<file path="src/rtl/eic_pkg.sv">
// Shared types and defaults for the external interrupt controller.
package eic_pkg;

  localparam int NUM_SRC_DEF = 8;
  localparam int ID_W_DEF    = 3;
  localparam int REQ_GAP_DEF = 4;
  localparam int MIN_REQ_GAP = 3;

  typedef enum logic [1:0] {
    IDLE = 2'd0,
    REQ  = 2'd1,
    GAP  = 2'd2
  } eicState_t;

endpackage

</file>
<file path="src/rtl/eic_priority_picker.sv">
// Combinational picker: first set bit of reqVec searching upward from startIdx, wrapping.
module eic_priority_picker
  import eic_pkg::*;
#(
  parameter int NUM_SRC = NUM_SRC_DEF,
  parameter int ID_W    = ID_W_DEF
) (
  input  logic [NUM_SRC-1:0] reqVec,
  input  logic [ID_W-1:0]    startIdx,
  output logic               pickVld,
  output logic [ID_W-1:0]    pickIdx
);

  int pos;

  always_comb begin
    pickVld = 1'b0;
    pickIdx = '0;
    pos     = 0;
    for (int i = 0; i < NUM_SRC; i++) begin
      pos = int'(startIdx) + i;
      if (pos >= NUM_SRC) pos = pos - NUM_SRC;
      if (!pickVld && reqVec[pos]) begin
        pickVld = 1'b1;
        pickIdx = ID_W'(pos);
      end
    end
  end

endmodule

</file>
<file path="src/rtl/external_interrupt_controller.sv">
// Serializes edge-captured sources into one toggle-acked request at a time to the core.
// Defining EIC_ROUND_ROBIN_EN selects round-robin priority instead of fixed lowest-index-first.
module external_interrupt_controller
  import eic_pkg::*;
#(
  parameter int NUM_SRC = NUM_SRC_DEF,
  parameter int ID_W    = ID_W_DEF,
  parameter int REQ_GAP = REQ_GAP_DEF
) (
  input  logic               Sys_Clock,
  input  logic               Sys_Reset,
  input  logic [NUM_SRC-1:0] Src_Irq,
  input  logic               EIC_IntAck,
  output logic               EIC_IntReq,
  output logic [ID_W-1:0]    EIC_IntId,
  output logic [NUM_SRC-1:0] Pending,
  output logic               Busy
);

  localparam int GAP_W = (REQ_GAP > 2) ? $clog2(REQ_GAP) : 1;

  if (REQ_GAP < MIN_REQ_GAP) begin : gReqGapCheck
    $error("REQ_GAP must be at least %0d", MIN_REQ_GAP);
  end
  if (ID_W != $clog2(NUM_SRC)) begin : gIdWidthCheck
    $error("ID_W must equal clog2(NUM_SRC)");
  end
  if (NUM_SRC < 2 || NUM_SRC > 32) begin : gNumSrcCheck
    $error("NUM_SRC must be within 2..32");
  end

  eicState_t          state;
  logic [GAP_W-1:0]   gapCnt;
  logic [NUM_SRC-1:0] srcLast;
  logic [NUM_SRC-1:0] srcRise;
  logic [NUM_SRC-1:0] clrVec;
  logic               ackMeta;
  logic               ackSync;
  logic               ackLast;
  logic               ackEvent;
  logic               pickVld;
  logic [ID_W-1:0]    pickIdx;
  logic [ID_W-1:0]    startIdx;

  assign srcRise  = Src_Irq & ~srcLast;
  assign ackEvent = ackSync ^ ackLast;
  assign Busy     = (state == REQ);

  always_comb begin
    clrVec = '0;
    if (state == REQ && ackEvent) clrVec[EIC_IntId] = 1'b1;
  end

`ifdef EIC_ROUND_ROBIN_EN
  logic [ID_W-1:0] rrPtr;

  always_ff @(posedge Sys_Clock) begin
    if (Sys_Reset) begin
      rrPtr <= ID_W'(NUM_SRC - 1);
    end else if (state == IDLE && pickVld) begin
      rrPtr <= pickIdx;
    end
  end

  assign startIdx = (rrPtr == ID_W'(NUM_SRC - 1)) ? '0 : rrPtr + ID_W'(1);
`else
  assign startIdx = '0;
`endif

  eic_priority_picker #(
    .NUM_SRC (NUM_SRC),
    .ID_W    (ID_W)
  ) uPicker (
    .reqVec   (Pending),
    .startIdx (startIdx),
    .pickVld  (pickVld),
    .pickIdx  (pickIdx)
  );

  // Reset lands in GAP so a stale ack level settling through the synchronizer is discarded.
  always_ff @(posedge Sys_Clock) begin
    if (Sys_Reset) begin
      state      <= GAP;
      gapCnt     <= GAP_W'(REQ_GAP - 1);
      EIC_IntReq <= 1'b0;
      EIC_IntId  <= '0;
      Pending    <= '0;
      srcLast    <= '0;
      ackMeta    <= 1'b0;
      ackSync    <= 1'b0;
      ackLast    <= 1'b0;
    end else begin
      srcLast <= Src_Irq;
      ackMeta <= EIC_IntAck;
      ackSync <= ackMeta;
      ackLast <= ackSync;
      // A new edge in the same cycle as the clear keeps the source pending.
      Pending <= (Pending & ~clrVec) | srcRise;
      case (state)
        IDLE: begin
          if (pickVld) begin
            state      <= REQ;
            EIC_IntReq <= 1'b1;
            EIC_IntId  <= pickIdx;
          end
        end
        REQ: begin
          if (ackEvent) begin
            state      <= GAP;
            EIC_IntReq <= 1'b0;
            gapCnt     <= GAP_W'(REQ_GAP - 1);
          end
        end
        GAP: begin
          if (gapCnt == '0) state <= IDLE;
          else gapCnt <= gapCnt - GAP_W'(1);
        end
        default: state <= GAP;
      endcase
    end
  end

endmodule

</file>
<file path="config.mk">
export PLATFORM = sky130hd
export DESIGN_NAME = external_interrupt_controller
export DESIGN_NICKNAME = d
export VERILOG_FILES = /design/src/rtl/eic_pkg.sv /design/src/rtl/eic_priority_picker.sv /design/src/rtl/external_interrupt_controller.sv
export SDC_FILE = /design/constraint.sdc
export NUM_CORES = 1
export LEC_CHECK = 0
export ABC_AREA = 1
export CORE_MARGIN = 1.5
export CORE_UTILIZATION = 25
export CTS_CLUSTER_DIAMETER = 120
export DETAILED_ROUTE_END_ITERATION = 6
export SYNTH_ARGS = -nofsm -noshare
export SYNTH_HDL_FRONTEND = slang
export SYNTH_SLANG_ARGS = --single-unit
export TNS_END_PERCENT = 50
</file>
<file path="constraint.sdc">
create_clock -name Sys_Clock -period 1.3 [get_ports Sys_Clock]
set_clock_uncertainty 0.2 [all_clocks]
set_input_delay 0.13 -clock Sys_Clock [delete_from_list [all_inputs] [get_ports Sys_Clock]]
set_output_delay 0.13 -clock Sys_Clock [all_outputs]
set_load 0.01 [all_outputs]
</file>
# Yosys cells after proc, flatten, opt, wreduce, memory -nomap -nowiden
# Cells that the tools add are included.
[totals]
regBits = 27
latch_bits = 0
ram_bits = 0
romBits = 0
inputBits = 11
out_inout_bits = 13
elab_cells = 76
mem_count = 0
[op_classes]
n_addsub = 1
mul = 0
n_div = 0
n_lt_le_gt_ge = 2
eq_ne = 6
n_shift = 0
n_mux = 28
bitwise_logic = 6
n_reduce_logical = 24
[op_table]
columns = ["cell", "n"]
rows = [
  ["$and A8 B8 Y8", 2],
  ["$not A8 Y8", 2],
  ["$mux W2", 7],
  ["$mux W1", 12],
  ["$mux W3", 4],
  ["$logic_and A1 B1 Y1", 9],
  ["$reduce_and A3 Y1", 3],
  ["$mux W8", 1],
  ["$or A8 B8 Y8", 1],
  ["$logic_not A1 Y1", 7],
  ["$ne A2 B2 Y1 const B", 3],
  ["$pmux W2 S3", 1],
  ["$logic_not A2 Y1", 2],
  ["$lt A3 B4 Y1 const B", 1],
  ["$pmux W2 S2", 1],
  ["$reduce_bool A2 Y1", 2],
  ["$demux W1 S3", 1],
  ["$ge A3 B1 Y1 const B", 1],
  ["$eq A2 B1 Y1 const B", 1],
  ["$eq A2 B2 Y1 const B", 1],
  ["$ne A2 B1 Y1 const B", 1],
  ["$pmux W1 S2", 1],
  ["$reduce_and A2 Y1", 1],
  ["$sub A2 B1 Y2 const B", 1],
  ["$xor A1 B1 Y1", 1],
]

# Depth between registers and ports, before layout
# Gate-level depths: netlist (run 1).
[depth]
word_depth = 24
depth_mapped = 8
depth_no_buf = 8

# By module
# Synthesis (run 1) repeated with hierarchy kept, for this count alone.
[unflattened]
hier_cells = 280
hier_area_um2 = 1835.5
[modules_own_cells]
columns = ["module", "instances", "cells_per_inst", "area_per_inst_um2", "seq_area_each_um2"]
rows = [
  ["external_interrupt_controller", 1, 144, 1088.5, 540.5],
  ["eic_priority_picker", 1, 136, 747.0, 0.0],
]

# Worst setup path after synthesis (run 1)
# Ideal clock, no wire load.
[synth_path]
path_kind = "reg-to-reg"
startpoint = "register state[0]"
endpoint = "register Pending[3]"
setup_time_ns = 0.118
t_arrival_ns = 0.976
required_time_ns = 0.982
path_slack_ns = 0.006
path_stages_with_launch = 8
path_buffers = 0
synth_period_minus_slack_ns = 1.294
path_cell_list = "dfxtp_1 -> inv_1 -> nor2_2 -> nand2_4 -> clkinv_2 -> nand3_1 -> nand3_1 -> o21ai_1"
[synth_via]
elab_chain_len = 6
[synth_rtl]
columns = ["item", "line_no", "text"]
rows = [
  ["start, declared", "external_interrupt_controller.sv:32", "eicState_t state;"],
  ["start signal, assigned", "external_interrupt_controller.sv:83", "state <= GAP;"],
  ["start signal, assigned", "external_interrupt_controller.sv:102", "state <= REQ;"],
  ["start signal, assigned", "external_interrupt_controller.sv:109", "state <= GAP;"],
  ["$eq A2 B1 Y1", "--", ""],
  ["named net Busy", "external_interrupt_controller.sv:17", "output logic Busy"],
  ["$logic_and A1 B1 Y1", "external_interrupt_controller.sv:51", "if (state == REQ && ackEvent) clrVec[EIC_IntId] = 1'b1;"],
  ["$mux W8", "external_interrupt_controller.sv:51", ""],
  ["$not A8 Y8", "external_interrupt_controller.sv:98", "Pending <= (Pending & ~clrVec) | srcRise;"],
  ["$and A8 B8 Y8", "external_interrupt_controller.sv:98", ""],
  ["$or A8 B8 Y8", "external_interrupt_controller.sv:98", ""],
  ["end signal, assigned", "external_interrupt_controller.sv:98", ""],
  ["end, declared", "external_interrupt_controller.sv:16", "output logic [NUM_SRC-1:0] Pending,"],
]
# The timed path passes the listed nets, and every way through them passes these cells.
# A chain may end at the register's enable or synchronous reset.

# Final worst setup path (run 1)
[layout_path]
startpoint = "register state[0]"
endpoint = "register gapCnt[0]"
[layout_via]
elab_chain_len = 3
word_cells_on_any_way = 7
classes_between = "eq/ne: 4; mux: 1; reduce/logical: 2"
[layout_rtl]
columns = ["item", "line_no", "text"]
rows = [
  ["$eq A2 B2 Y1 or $eq A2 B1 Y1 (tied branches)", "external_interrupt_controller.sv:99", "case (state)"],
  ["$ne A2 B2 Y1 (no line), or another cell as far along", "--", ""],
  ["$reduce_and A3 Y1 (no line)", "--", ""],
  ["end signal, assigned", "external_interrupt_controller.sv:84", "gapCnt <= GAP_W'(REQ_GAP - 1);"],
  ["end signal, assigned", "external_interrupt_controller.sv:111", "gapCnt <= GAP_W'(REQ_GAP - 1);"],
  ["end signal, assigned", "external_interrupt_controller.sv:116", "else gapCnt <= gapCnt - GAP_W'(1);"],
  ["end, declared", "external_interrupt_controller.sv:33", "logic [GAP_W-1:0] gapCnt;"],
]
# Parallel ways exist; a longest one is shown, timed or not.

==> implementation parameters, run 1 <==
Parameter                              Value

Yosys
  Number of enable-type register cells in the synthesized netlist    0
  Netlist cell types    24
  Synth warnings    0
  Sequential-to-total area share from yosys stat    0.494
  Post-synthesis sequential element count    27
  Syn_nets    156
  Number of cells produced by synthesis    144
  Share of synthesized flip-flops with an asynchronous set or reset    0
  Avg Cell Area, Syn    7.59 um^2
  Main flop type after synthesis    sky130_fd_sc_hd__dfxtp_1
  Area of the mapped netlist    1090 um^2

GRT
  Initial antenna violation count    0
  First-pass GRT wire length    4000 um
  Global Route Usage Sum    0.101
  Maximum number of pins on one net before global-route repair    20
  Via count of the first global-routing pass    944
  Total congestion overflow    0

Critical path
  Critical path data required time    1.30 ns
  Biggest cell delay along the critical path    0.34 ns
  Worst Path Class, Setup    reg2reg
  Critical Path Slowest Stage Cell    sky130_fd_sc_hd__dfxtp_2
  Cell Chain, Critical Path    buf_6 -> nor2_4 -> inv_2 -> or2_4 -> nand2_4 -> o21ai_1 -> o211ai_1
  Critical Path Start Type    register
  Type of destination of the critical path    register
  Critical path peak fanout    4
  Worst endpoint data arrival time    1.34 ns

STA
  Final number of max-transition violations    0
  Peak clock frequency supported by timing    0.745 GHz
  # setup viols final    4
  Number of endpoints with negative hold slack in the final report    0
  Post-route setup slack    -0.0423 ns
  Unrepaired setup endpoints after global routing    true
  Transition time of the tightest slew-check pin    0.203 ns
  Final critical path time including I/O delays and setup    1.34 ns
  Headroom to the max-slew limit    0.864
  Share of the clock period used by the worst path    1.03
  Total negative setup slack    -0.0678 ns

Finish
  Most frequent cells in the layout    sky130_fd_sc_hd__inv_1, sky130_fd_sc_hd__nand2_1, sky130_fd_sc_hd__dfxtp_1
  Diode count    0
  Most common library cell in the layout ignoring fill and taps    sky130_fd_sc_hd__inv_1
  Layout cells sized above 1    0.278
  Area growth from synthesis to layout    49.7%
  Net count, final    200
  Filler Cells Inserted    439

Outcome
  Status    finished, violations left
  Violations in the final reports    negative setup slack

Die
  Die area    4780 um^2
  Starting density of the core    0.266
  Number of primary I/O pins    24
  Floorplan core area    4120 um^2
  Rows    23
  Die width    69.1 um
  Die height    69.1 um

Drt
  TritonRoute pass-1 iters    3
  Ratio of routed vias to standard cells    4.21
  Residual antenna-violating net count after detailed routing    0
  DR iter-0 viols    21
  Total DRC errors in the routed layout    0
  Total vias in the final route    997
  Post-detailed-routing wire length    2360 um
  Wire per inst    9.94 um

Clock tree
  Clock tree from TritonCTS    yes
  Clk pin slew, worst setup/hold paths    0.09 ns
  Buffer type at the clock tree root    sky130_fd_sc_hd__clkbuf_8
  Worst-skew pair later-pin latency    0.27 ns
  CTS buffer count    3
  Level count of the clock H-tree    1
  # clock sinks    27
  Longest Clk Path Bufs    2
  Number of buffers inserted by hold repair at cts    0

Flow run
  Number of max-capacitance violations reported    0

Hold path
  HP Class    in2reg

Pwr
  Comb power frac    0.352
  Sw Ratio    0.318
  Total power divided by cell area    1410 nW/um^2
  Internal Pwr Total    0.00158 W
  LEAKAGE    0.765 nW
  Part of the power in the clock network    0.206
  Worst vdd ir    474 uV
  Sequential cell fraction of total power    0.443
  Net Sw Power    0.000734 W

Placement
  Routability congestion estimate    0.861
  Setup Slack @ Placement    -0.0542 ns
  Dpl hpwl    1760 um
  IO buf count    23
per-layer routing:
layer  global-route usage  share of wire
met1                0.116           0.48
met2                0.176           0.46
met3               0.0249          0.046
met4               0.0458          0.018
met5                    0              0
area by class of cell:
| cell class | instances | area [um^2] | area share |
|---|---|---|---|
| Timing Repair Buffer | 41 | 365 | 0.223 |
| Sequential cell | 27 | 553 | 0.338 |
| Tap cell | 50 | 62.6 | 0.0382 |
| Multi-Input combinational cell | 89 | 504 | 0.308 |
| Clock inverter | 1 | 5.00 | 0.00306 |
| Clock buffer | 3 | 41.3 | 0.0252 |
| Inverter | 26 | 105 | 0.0642 |
final timing paths:
check	slack (ns)	depth (start not counted)	start	end
setup / recovery	-0.04	7	state[0]	gapCnt[0]
hold / removal	0.16	3	EIC_IntAck	ackMeta
setup reg to reg	-0.04	7	state[0]	gapCnt[0]
hold reg to reg	0.20	2	ackMeta	ackSync
power by group through the flow:
| stage | registers [W] | clock network (W) | logic (W) |
|---|---|---|---|
| floorplan | 0.00107 | 0 | 0.000340 |
| global placement | 0.00103 | 0 | 0.000747 |
| detailed placement | 0.00103 | 0 | 0.000750 |
| CTS | 0.00102 | 0.000498 | 0.000721 |
| global route | 0.00104 | 0.000532 | 0.000897 |
| finish | 0.00102 | 0.000475 | 0.000813 |
cells in the mapped netlist (2+ instances only):
cell	number	area share
sky130_fd_sc_hd__dfxtp_1	27	0.49
sky130_fd_sc_hd__inv_1	23	0.079
sky130_fd_sc_hd__nand2_1	19	0.065
sky130_fd_sc_hd__nor2_1	17	0.058
sky130_fd_sc_hd__nand3_1	16	0.073
sky130_fd_sc_hd__a21oi_1	7	0.032
sky130_fd_sc_hd__o21ai_1	7	0.032
sky130_fd_sc_hd__nor2_2	5	0.029
sky130_fd_sc_hd__nand2_2	3	0.017
sky130_fd_sc_hd__nor3_1	3	0.014
sky130_fd_sc_hd__buf_2	2	0.0092
sky130_fd_sc_hd__o21ai_0	2	0.0092
sky130_fd_sc_hd__o32ai_1	2	0.016
timing repair:
action,4_1_cts,5_1_grt
setup endpoints to repair,28,20
gates resized for setup,24,21
setup buffers,0,1
pin swaps,1,5
cells by family (layout without fill, tap and decap cells):
kind of cell,Yosys count,in the layout,share of synthesized area
AOI/OAI and AO/OA,20,20,0.102
xor gates and xnor gates,1,1,0.00801
adders and majority gates,1,1,0.0114
buffers and inverters,28,71,0.0995
DFF,27,27,0.494
and+or+nand+nor,67,67,0.285
state kept, by name, summed over array words and instances, names as in the netlist:
signal / cells
EIC_IntId: 3
srcLast: 8
state: 2
ackMeta: 1
Pending: 8
EIC_IntReq: 1
gapCnt: 2
ackSync: 1
ackLast: 1
metrics by stage:
step                 util  hold slack, ns  power (W)  cells  cell area [um^2]
floorplan               -          0.0370    0.00141    144              1090
global placement    0.369           0.193    0.00178    232              1520
detailed placement  0.369           0.193    0.00178    232              1520
CTS                 0.382           0.158    0.00224    236              1570
global route        0.398           0.176    0.00247    237              1640
finish              0.398           0.160    0.00231    237              1640
critical path, delay by kind of cell (launching register included):
kind | cells | cell delay [ns]
simple gates | 3 | 0.41
flops | 1 | 0.34
buf+inv | 2 | 0.16
compound gates | 2 | 0.14
(Power assumes the default switching activity.)
==> run 2: changes to the inputs <==
Settings changed: CTS_CLUSTER_SIZE set to 30.
==> results of run 2 <==
No change in the layout: final DEF, timing and power equal those of run 1.
